## src/rtl/pixel_write_arbiter_pkg.sv

```systemverilog
// Shared video definitions for the pixel-write path: default widths, screen extents, pixel record.
// Latency: n/a (types and constants only).
// Backpressure: n/a.
package pixel_write_arbiter_pkg;

   localparam int NCH_DEF  = 4;
   localparam int XW_DEF   = 10;
   localparam int YW_DEF   = 10;
   localparam int DW_DEF   = 8;
   localparam int SCREEN_W = 640;
   localparam int SCREEN_H = 480;

   // One framebuffer write: address plus colour, x in the top bits.
   typedef struct packed {
      logic [XW_DEF-1:0] x;
      logic [YW_DEF-1:0] y;
      logic [DW_DEF-1:0] data;
   } pixel_write_t;

   // Round-robin helper: channel index after 'idx' in a ring of 'n'.
   function automatic int rr_after(input int idx, input int step, input int n);
      return (idx + step) % n;
   endfunction

endpackage

```

## src/rtl/pixel_write_arbiter_if.sv

```systemverilog
// Bundle of emitter-side pixel-write channels and the merged framebuffer write port.
// Latency: n/a (wires only).
// Backpressure: none on ch_* (ch_full is advisory); out_* is a plain strobe.
interface pixel_write_arbiter_if
   import pixel_write_arbiter_pkg::*;
#(
   parameter int NCH = NCH_DEF,
   parameter int XW  = XW_DEF,
   parameter int YW  = YW_DEF,
   parameter int DW  = DW_DEF
) ();

   logic [NCH-1:0]    ch_we;
   logic [NCH*XW-1:0] ch_x;
   logic [NCH*YW-1:0] ch_y;
   logic [NCH*DW-1:0] ch_data;
   logic [NCH-1:0]    ch_full;
   logic [NCH-1:0]    ch_overflow;
   logic              out_we;
   logic [XW-1:0]     out_x;
   logic [YW-1:0]     out_y;
   logic [DW-1:0]     out_data;
   logic              idle;

   // Emitter / environment side.
   modport master (
      output ch_we, ch_x, ch_y, ch_data,
      input  ch_full, ch_overflow, out_we, out_x, out_y, out_data, idle
   );

   // Arbiter side.
   modport slave (
      input  ch_we, ch_x, ch_y, ch_data,
      output ch_full, ch_overflow, out_we, out_x, out_y, out_data, idle
   );

endinterface

```

## src/rtl/pixel_write_arbiter_fifo.sv

```systemverilog
// Single-clock DEPTH-entry FIFO holding one channel's pending pixel writes.
// Latency: pushed entry is visible at the head on the cycle after the push edge.
// Backpressure: none internally; caller must not push when full unless popping on the same edge.
module pixel_fifo #(
   parameter int W     = 28,
   parameter int DEPTH = 16
) (
   input  logic                       clock_i,
   input  logic                       reset_i,
   input  logic                       push_i,
   input  logic                       pop_i,
   input  logic [W-1:0]               wdata_i,
   output logic [W-1:0]               rdata_o,
   output logic [$clog2(DEPTH):0]     count_o,
   output logic                       full_o,
   output logic                       empty_o
);

   localparam int AW   = $clog2(DEPTH);
   localparam int CNTW = AW + 1;

   logic [W-1:0]    mem_q [DEPTH];
   logic [AW-1:0]   wr_ptr_q, rd_ptr_q;
   logic [CNTW-1:0] count_q, count_d;
   logic            full_q;

   // Occupancy: simultaneous push and pop leave the count unchanged.
   always_comb begin
      count_d = count_q;
      if (push_i && !pop_i) begin
         count_d = count_q + CNTW'(1);
      end else if (!push_i && pop_i) begin
         count_d = count_q - CNTW'(1);
      end
   end

   // Pointers, count and registered full flag; pointers wrap naturally (DEPTH is a power of two).
   always_ff @(posedge clock_i) begin
      if (reset_i) begin
         wr_ptr_q <= '0;
         rd_ptr_q <= '0;
         count_q  <= '0;
         full_q   <= 1'b0;
      end else begin
         if (push_i) wr_ptr_q <= wr_ptr_q + AW'(1);
         if (pop_i)  rd_ptr_q <= rd_ptr_q + AW'(1);
         count_q <= count_d;
         full_q  <= (count_d == CNTW'(DEPTH));
      end
   end

   // Storage array; contents are don't-care until written, so no reset.
   always_ff @(posedge clock_i) begin
      if (push_i) mem_q[wr_ptr_q] <= wdata_i;
   end

   assign rdata_o = mem_q[rd_ptr_q];
   assign count_o = count_q;
   assign full_o  = full_q;
   assign empty_o = (count_q == '0);

endmodule

```

## src/rtl/pixel_write_arbiter.sv

```systemverilog
// Merges NCH buffered pixel-write channels round-robin onto one registered framebuffer write port.
// Latency: 2 clocks from input strobe to out_we with no contention.
// Backpressure: none; a strobe into a full, unpopped channel is dropped and flagged sticky in ch_overflow.
// Optional: PIXEL_ARB_TRANSPARENT_EN discards TRANSPARENT-coloured writes on TRANSP_MASK channels.
module pixel_write_arbiter
   import pixel_write_arbiter_pkg::*;
#(
   parameter int             NCH         = NCH_DEF,
   parameter int             DEPTH       = 16,
   parameter int             XW          = XW_DEF,
   parameter int             YW          = YW_DEF,
   parameter int             DW          = DW_DEF,
   parameter logic [DW-1:0]  TRANSPARENT = '0,
   parameter logic [NCH-1:0] TRANSP_MASK = NCH'(4'b0011)
) (
   input logic                 clock,
   input logic                 reset,
   pixel_write_arbiter_if.slave bus
);

   localparam int W    = XW + YW + DW;
   localparam int CW   = (NCH > 1) ? $clog2(NCH) : 1;
   localparam int CNTW = $clog2(DEPTH) + 1;

   logic [NCH-1:0]  keep, push, pop, drop, empty, full;
   logic [W-1:0]    head  [NCH];
   logic [CNTW-1:0] count [NCH];

   logic [CW-1:0]   rr_q, rr_d, grant_idx, cidx;
   logic            grant_vld;
   int              cand;

   logic [NCH-1:0]  ovf_q;
   logic            out_we_q;
   logic [XW-1:0]   out_x_q;
   logic [YW-1:0]   out_y_q;
   logic [DW-1:0]   out_data_q;

`ifndef PIXEL_ARB_TRANSPARENT_EN
   logic unused_transp;
   assign unused_transp = ^{TRANSPARENT, TRANSP_MASK};
`endif

   for (genvar gi = 0; gi < NCH; gi++) begin : g_ch
`ifdef PIXEL_ARB_TRANSPARENT_EN
      assign keep[gi] = !(TRANSP_MASK[gi] && (bus.ch_data[gi*DW +: DW] == TRANSPARENT));
`else
      assign keep[gi] = 1'b1;
`endif
      // A full channel can still take a pixel on the edge its head leaves.
      assign pop[gi]  = grant_vld && (grant_idx == CW'(gi));
      assign push[gi] = bus.ch_we[gi] && keep[gi] && ((count[gi] < CNTW'(DEPTH)) || pop[gi]);
      assign drop[gi] = bus.ch_we[gi] && keep[gi] && !push[gi];

      pixel_fifo #(.W(W), .DEPTH(DEPTH)) u_fifo (
         .clock_i (clock),
         .reset_i (reset),
         .push_i  (push[gi]),
         .pop_i   (pop[gi]),
         .wdata_i ({bus.ch_x[gi*XW +: XW], bus.ch_y[gi*YW +: YW], bus.ch_data[gi*DW +: DW]}),
         .rdata_o (head[gi]),
         .count_o (count[gi]),
         .full_o  (full[gi]),
         .empty_o (empty[gi])
      );
   end

   // Round-robin search starting after the last winner; pointer moves only on a grant.
   always_comb begin
      grant_vld = 1'b0;
      grant_idx = rr_q;
      cand      = 0;
      cidx      = '0;
      for (int k = 1; k <= NCH; k++) begin
         cand = rr_after(int'(rr_q), k, NCH);
         cidx = CW'(cand);
         if (!grant_vld && !empty[cidx]) begin
            grant_vld = 1'b1;
            grant_idx = cidx;
         end
      end
      rr_d = grant_vld ? grant_idx : rr_q;
   end

   // Output register, arbitration pointer and sticky overflow flags.
   always_ff @(posedge clock) begin
      if (reset) begin
         rr_q       <= CW'(NCH - 1);
         ovf_q      <= '0;
         out_we_q   <= 1'b0;
         out_x_q    <= '0;
         out_y_q    <= '0;
         out_data_q <= '0;
      end else begin
         rr_q     <= rr_d;
         ovf_q    <= ovf_q | drop;
         out_we_q <= grant_vld;
         if (grant_vld) begin
            {out_x_q, out_y_q, out_data_q} <= head[grant_idx];
         end
      end
   end

   assign bus.ch_full     = full;
   assign bus.ch_overflow = ovf_q;
   assign bus.out_we      = out_we_q;
   assign bus.out_x       = out_x_q;
   assign bus.out_y       = out_y_q;
   assign bus.out_data    = out_data_q;
   assign bus.idle        = (&empty) && !out_we_q;

endmodule

```

## src/flat_wrapper.sv

```systemverilog
// flat-port wrapper written by rule: the top's interface ports become plain ports
module pixel_write_arbiter_flat import pixel_write_arbiter_pkg::*;
#(
   parameter int             NCH         = NCH_DEF,
   parameter int             DEPTH       = 16,
   parameter int             XW          = XW_DEF,
   parameter int             YW          = YW_DEF,
   parameter int             DW          = DW_DEF,
   parameter logic [DW-1:0]  TRANSPARENT = '0,
   parameter logic [NCH-1:0] TRANSP_MASK = NCH'(4'b0011)
)
  (clock, reset, bus_ch_we, bus_ch_x, bus_ch_y, bus_ch_data, bus_ch_full, bus_ch_overflow, bus_out_we, bus_out_x, bus_out_y, bus_out_data, bus_idle);
  pixel_write_arbiter_if #(.NCH(NCH), .XW(XW), .YW(YW), .DW(DW)) bus_i ();
  input logic clock;
  input logic reset;
  input wire logic [$bits(bus_i.ch_we)-1:0] bus_ch_we;
  input wire logic [$bits(bus_i.ch_x)-1:0] bus_ch_x;
  input wire logic [$bits(bus_i.ch_y)-1:0] bus_ch_y;
  input wire logic [$bits(bus_i.ch_data)-1:0] bus_ch_data;
  output wire logic [$bits(bus_i.ch_full)-1:0] bus_ch_full;
  output wire logic [$bits(bus_i.ch_overflow)-1:0] bus_ch_overflow;
  output wire logic [$bits(bus_i.out_we)-1:0] bus_out_we;
  output wire logic [$bits(bus_i.out_x)-1:0] bus_out_x;
  output wire logic [$bits(bus_i.out_y)-1:0] bus_out_y;
  output wire logic [$bits(bus_i.out_data)-1:0] bus_out_data;
  output wire logic [$bits(bus_i.idle)-1:0] bus_idle;
  assign bus_i.ch_we = bus_ch_we;
  assign bus_i.ch_x = bus_ch_x;
  assign bus_i.ch_y = bus_ch_y;
  assign bus_i.ch_data = bus_ch_data;
  assign bus_ch_full = bus_i.ch_full;
  assign bus_ch_overflow = bus_i.ch_overflow;
  assign bus_out_we = bus_i.out_we;
  assign bus_out_x = bus_i.out_x;
  assign bus_out_y = bus_i.out_y;
  assign bus_out_data = bus_i.out_data;
  assign bus_idle = bus_i.idle;
  pixel_write_arbiter #(.NCH(NCH), .DEPTH(DEPTH), .XW(XW), .YW(YW), .DW(DW), .TRANSPARENT(TRANSPARENT), .TRANSP_MASK(TRANSP_MASK)) u_core (.clock(clock), .reset(reset), .bus(bus_i));
endmodule
```

## config.mk

```make
export PLATFORM = sky130hd
export DESIGN_NAME = pixel_write_arbiter_flat
export DESIGN_NICKNAME = d
export VERILOG_FILES = /design/src/rtl/pixel_write_arbiter_pkg.sv /design/src/rtl/pixel_write_arbiter_if.sv /design/src/rtl/pixel_write_arbiter_fifo.sv /design/src/rtl/pixel_write_arbiter.sv /design/src/flat_wrapper.sv
export SDC_FILE = /design/constraint.sdc
export NUM_CORES = 2
export LEC_CHECK = 0
export BUFFER_PORTS_ARGS = -buffer_cell sky130_fd_sc_hd__buf_2
export CAP_MARGIN = 25
export CORE_MARGIN = 8
export CORE_UTILIZATION = 50
export CTS_BUF_LIST = sky130_fd_sc_hd__clkbuf_8 sky130_fd_sc_hd__clkbuf_16
export DETAILED_ROUTE_END_ITERATION = 8
export GPL_ROUTABILITY_DRIVEN = 1
export PLACE_DENSITY = 0.71
export SYNTH_ARGS = -nofsm -noshare
export SYNTH_HDL_FRONTEND = slang
export SYNTH_SLANG_ARGS = --single-unit
```

## constraint.sdc

```tcl
create_clock -name clock -period 5.1 [get_ports clock]
set_input_delay 1.02 -clock clock [delete_from_list [all_inputs] [get_ports clock]]
set_output_delay 1.02 -clock clock [all_outputs]
set_load 0.02 [all_outputs]
```

==> run_results.csv <==
group,metric,value,unit
grt,grt.overflow.total,0,
clock_tree,post-cts-setup-buffers,0,
synthesis,synth.avg_cell_area,21.65,um^2
clock_tree,numClockSinks,1899,
synthesis,synth_cells,3358,
timing,rsz0062_at_grt,"no",
setup_path,crit_arrival,3.57,ns
timing,worstMarginPinSlew,1.092,ns
grt,first_global_vias,35266,
min_path,min_delay_path_depth,1,
synthesis,synth-edff-count,1792,
placement,placed_cells,5347,
setup_path,cp-end-kind,"output pin",
setup_path,cp-start-kind,"flip-flop",
power_and_ir_drop,max-vdd-ir-drop,0.0004875,V
floorplanning,die_w,397.3,um
synthesis,synth_cell_types,67,
timing,setup_viol,0,
clock_tree,path_clk_slew,0.06,ns
timing,finClkSkew,0.01938,ns
synthesis,synth_largest_area_cell,"edfxtp_1",
setup_path,r2r_cells,8,
setup_path,required,4.08,ns
floorplanning,ios,156,
timing,whs,0.4644,ns
synthesis,yosys_warnings,0,
floorplanning,coreArea,145000,um^2
synthesis,synthArstFlopShare,0,%
timing,max_freq,217.7,MHz
drt,vias,34970,
power_and_ir_drop,totalPowerFinal,40.26,mW
synthesis,synthFlopType,"edfxtp_1",
setup_path,crit_path_top_delay_cell,"nor4b_1",
clock_tree,clockRootBuffer,"clkbuf_16",
synthesis,yosysSeqAreaShare,76.97,%
cells_and_area,finalNonFillerCells,5700,
placement,dpl_cell_area,76530,um^2
min_path,hold_path.class,"flip-flop to flip-flop",
floorplanning,chipHeight,397.3,um
floorplanning,num_rows,140,
placement,gp_congestion,0.9563,
timing,hold_violations,0,
timing,period_needed,4.594,ns
cells_and_area,nets,3772,
job,maxCapViolations,0,
setup_path,crit_path_max_fanout,7,
synthesis,synthTopCellsByArea,"edfxtp_1 74%, mux4_2 16%, dfxtp_1 2.9%, a22oi_1 1.2%, nor2_1 0.84%",
drt,wl_per_cell,29.49,um
floorplanning,die_area,157800,um^2
cells_and_area,fin_area,82460,um^2
timing,setup_ws,0.5065,ns
synthesis,yosysTopAreaCellShare,74.03,%
grt,antenna_found_initial,16,
synthesis,ys_ff_latch,1899,
timing,maxSlewHeadroom,26.41,%
placement,dp_hpwl,106800,um
cells_and_area,drive_gt1_share,29.67,%
setup_path,path_depth,6,
cells_and_area,final_util,56.85,%
setup_path,path_cells,"inv_1 -> ha_1 -> nor4b_1 -> nand2_1 -> nor3_2 -> buf_2",
grt,grt_first_pass_wirelength,244600,um
clock_tree,clockBufferDepth,3,
grt,grtUsageTotal,21.04,%
clock_tree,cts_htree_levels,4,
status,outcome,"completed",
setup_path,crit_type,"flip-flop to output pin",
synthesis,synth.most_common_cell,"edfxtp_1",
cells_and_area,area_growth,13.43,%
clock_tree,clkLatencyLatePin,0.80,ns
drt,vias_per_cell,6.135,
drt,postRouteAntennaNets,0,
timing,drv_slew,0,
setup_path,crit_buf_inv,2,
setup_path,cp_top_family,"simple AND/OR/NAND/NOR gates",
clock_tree,numCtsBuffers,184,
clock_tree,tritoncts,"built",
synthesis,netlist_area,72690,um^2
drt,drtPass1Iterations,8,
drt,drt_iter0_drc,3734,
power_and_ir_drop,power.density,488.3,nW/um^2
drt,drc,0,
placement,port_buffers,155,
synthesis,synth_commonest_cells,"1792 x edfxtp_1, 504 x mux4_2, 162 x nor2_1",
timing,final.setup.tns,0,ns
cells_and_area,fillers,10481,
timing,period_share,90.07,%
grt,grt_max_degree,58,
synthesis,syn_nets,3508,
placement,dp_slack,0.9396,ns
setup_path,cp_slowest_stage_delay,0.77,ns
floorplanning,start_util,50.12,%
drt,wl,168100,um
power_and_ir_drop,leakage,26.03,nW
[where the power goes]
| group | internal (mW) | switching, mW | total, mW |
|---|---|---|---|
| registers | 17.8 | 0.719 | 18.5 |
| clock network | 7.34 | 5.65 | 13.0 |
| logic | 3.55 | 5.23 | 8.78 |
| total | 28.7 | 11.6 | 40.3 |
[worst reg2reg max path, delay by kind of cell (launching register included)]
family	cells	cell delay [ns]
AOI/OAI and AO/OA	2	0.77
adders and majority gates	1	0.19
buffers and inverters	1	0.16
DFF	1	0.36
and+or+nand+nor	4	2.46
[final cells by class]
| class | count | area, um^2 | area share [%] |
|---|---|---|---|
| flip-flops and latches | 1899 | 55990 | 67.90 |
| multi-input cells | 1244 | 16360 | 19.84 |
| clock buffers | 194 | 4776 | 5.792 |
| well taps | 1917 | 2399 | 2.909 |
| repair buffers | 264 | 1824 | 2.212 |
| clock inverters | 145 | 982.2 | 1.191 |
| inverters | 29 | 108.9 | 0.1320 |
| diodes | 8 | 20.02 | 0.02428 |
[path summary, 6_finish.rpt]
kind / slack (ns) / startpoint / to
max: 0.51 / u_core.g_ch[3].u_fifo.count_o[0]$_SDFF_PP0_ / bus_idle
min: 0.46 / u_core.bus.out_y[1]$_SDFFE_PP0P_ / u_core.bus.out_y[1]$_SDFFE_PP0P_
max reg2reg: 0.78 / u_core.g_ch[3].u_fifo.count_o[0]$_SDFF_PP0_ / u_core.g_ch[0].u_fifo.mem_q[8][5]$_DFFE_PP_
min reg2reg: 0.46 / u_core.bus.out_y[1]$_SDFFE_PP0P_ / u_core.bus.out_y[1]$_SDFFE_PP0P_
[kinds of logic (layout without fill, tap and decap cells)]
family / Yosys count / count (layout) / synth area share (%)
multiplexers: 510 / 510 / 15.70
adder cells (fa/ha/maj): 32 / 32 / 0.5508
XOR/XNOR: 36 / 36 / 0.4337
flip-flops: 1899 / 1899 / 76.97
buffers and inverters: 215 / 632 / 1.188
other: 0 / 8 / 0
AND/OR/NAND/NOR: 373 / 373 / 2.394
AO/OA/AOI/OAI: 293 / 293 / 2.764
[layout by cell type (no fill, tap or decap), types with 13 or more instances in the layout]
| cell | n |
|---|---|
| a211o_1 | 29 |
| a21oi_1 | 99 |
| a22oi_1 | 114 |
| buf_12 | 13 |
| buf_2 | 155 |
| buf_4 | 92 |
| clkbuf_16 | 187 |
| clkinv_1 | 33 |
| clkinv_2 | 24 |
| dfxtp_1 | 95 |
| edfxtp_1 | 1792 |
| ha_1 | 32 |
| inv_1 | 88 |
| mux4_2 | 504 |
| nand2_1 | 98 |
| nor2_1 | 128 |
| nor2_4 | 33 |
| nor3_2 | 18 |
| xnor2_1 | 16 |
| xor2_1 | 20 |
[layer usage]
metal | wire (um) | global-route usage (%)
met3 | 16020 | 6.978
met1 | 65360 | 27.87
met5 | 199 | 0.6769
met2 | 81740 | 33.47
met4 | 4790 | 6.173
[state kept, by name (all words and copies together) (netlist names), named ones only]
register / count
u_core.g_ch.u_fifo.wr_ptr_q: 16
u_core.bus.out_x: 10
u_core.g_ch.u_fifo.mem_q: 1792
u_core.bus.ch_overflow: 4
u_core.g_ch.u_fifo.count_o: 20
u_core.bus.out_y: 10
u_core.bus.out_data: 8
u_core.rr_q: 2
u_core.g_ch.u_fifo.rd_ptr_q: 16
u_core.bus.out_we: 1
u_core.g_ch.u_fifo.full_o: 4
[what timing repair did]
item	4_1_cts	5_1_grt
hold buffers	0	0
resized for setup	0	1
setup endpoints to repair	0	1
No activity file was read; power rests on OpenSTA's default activity.
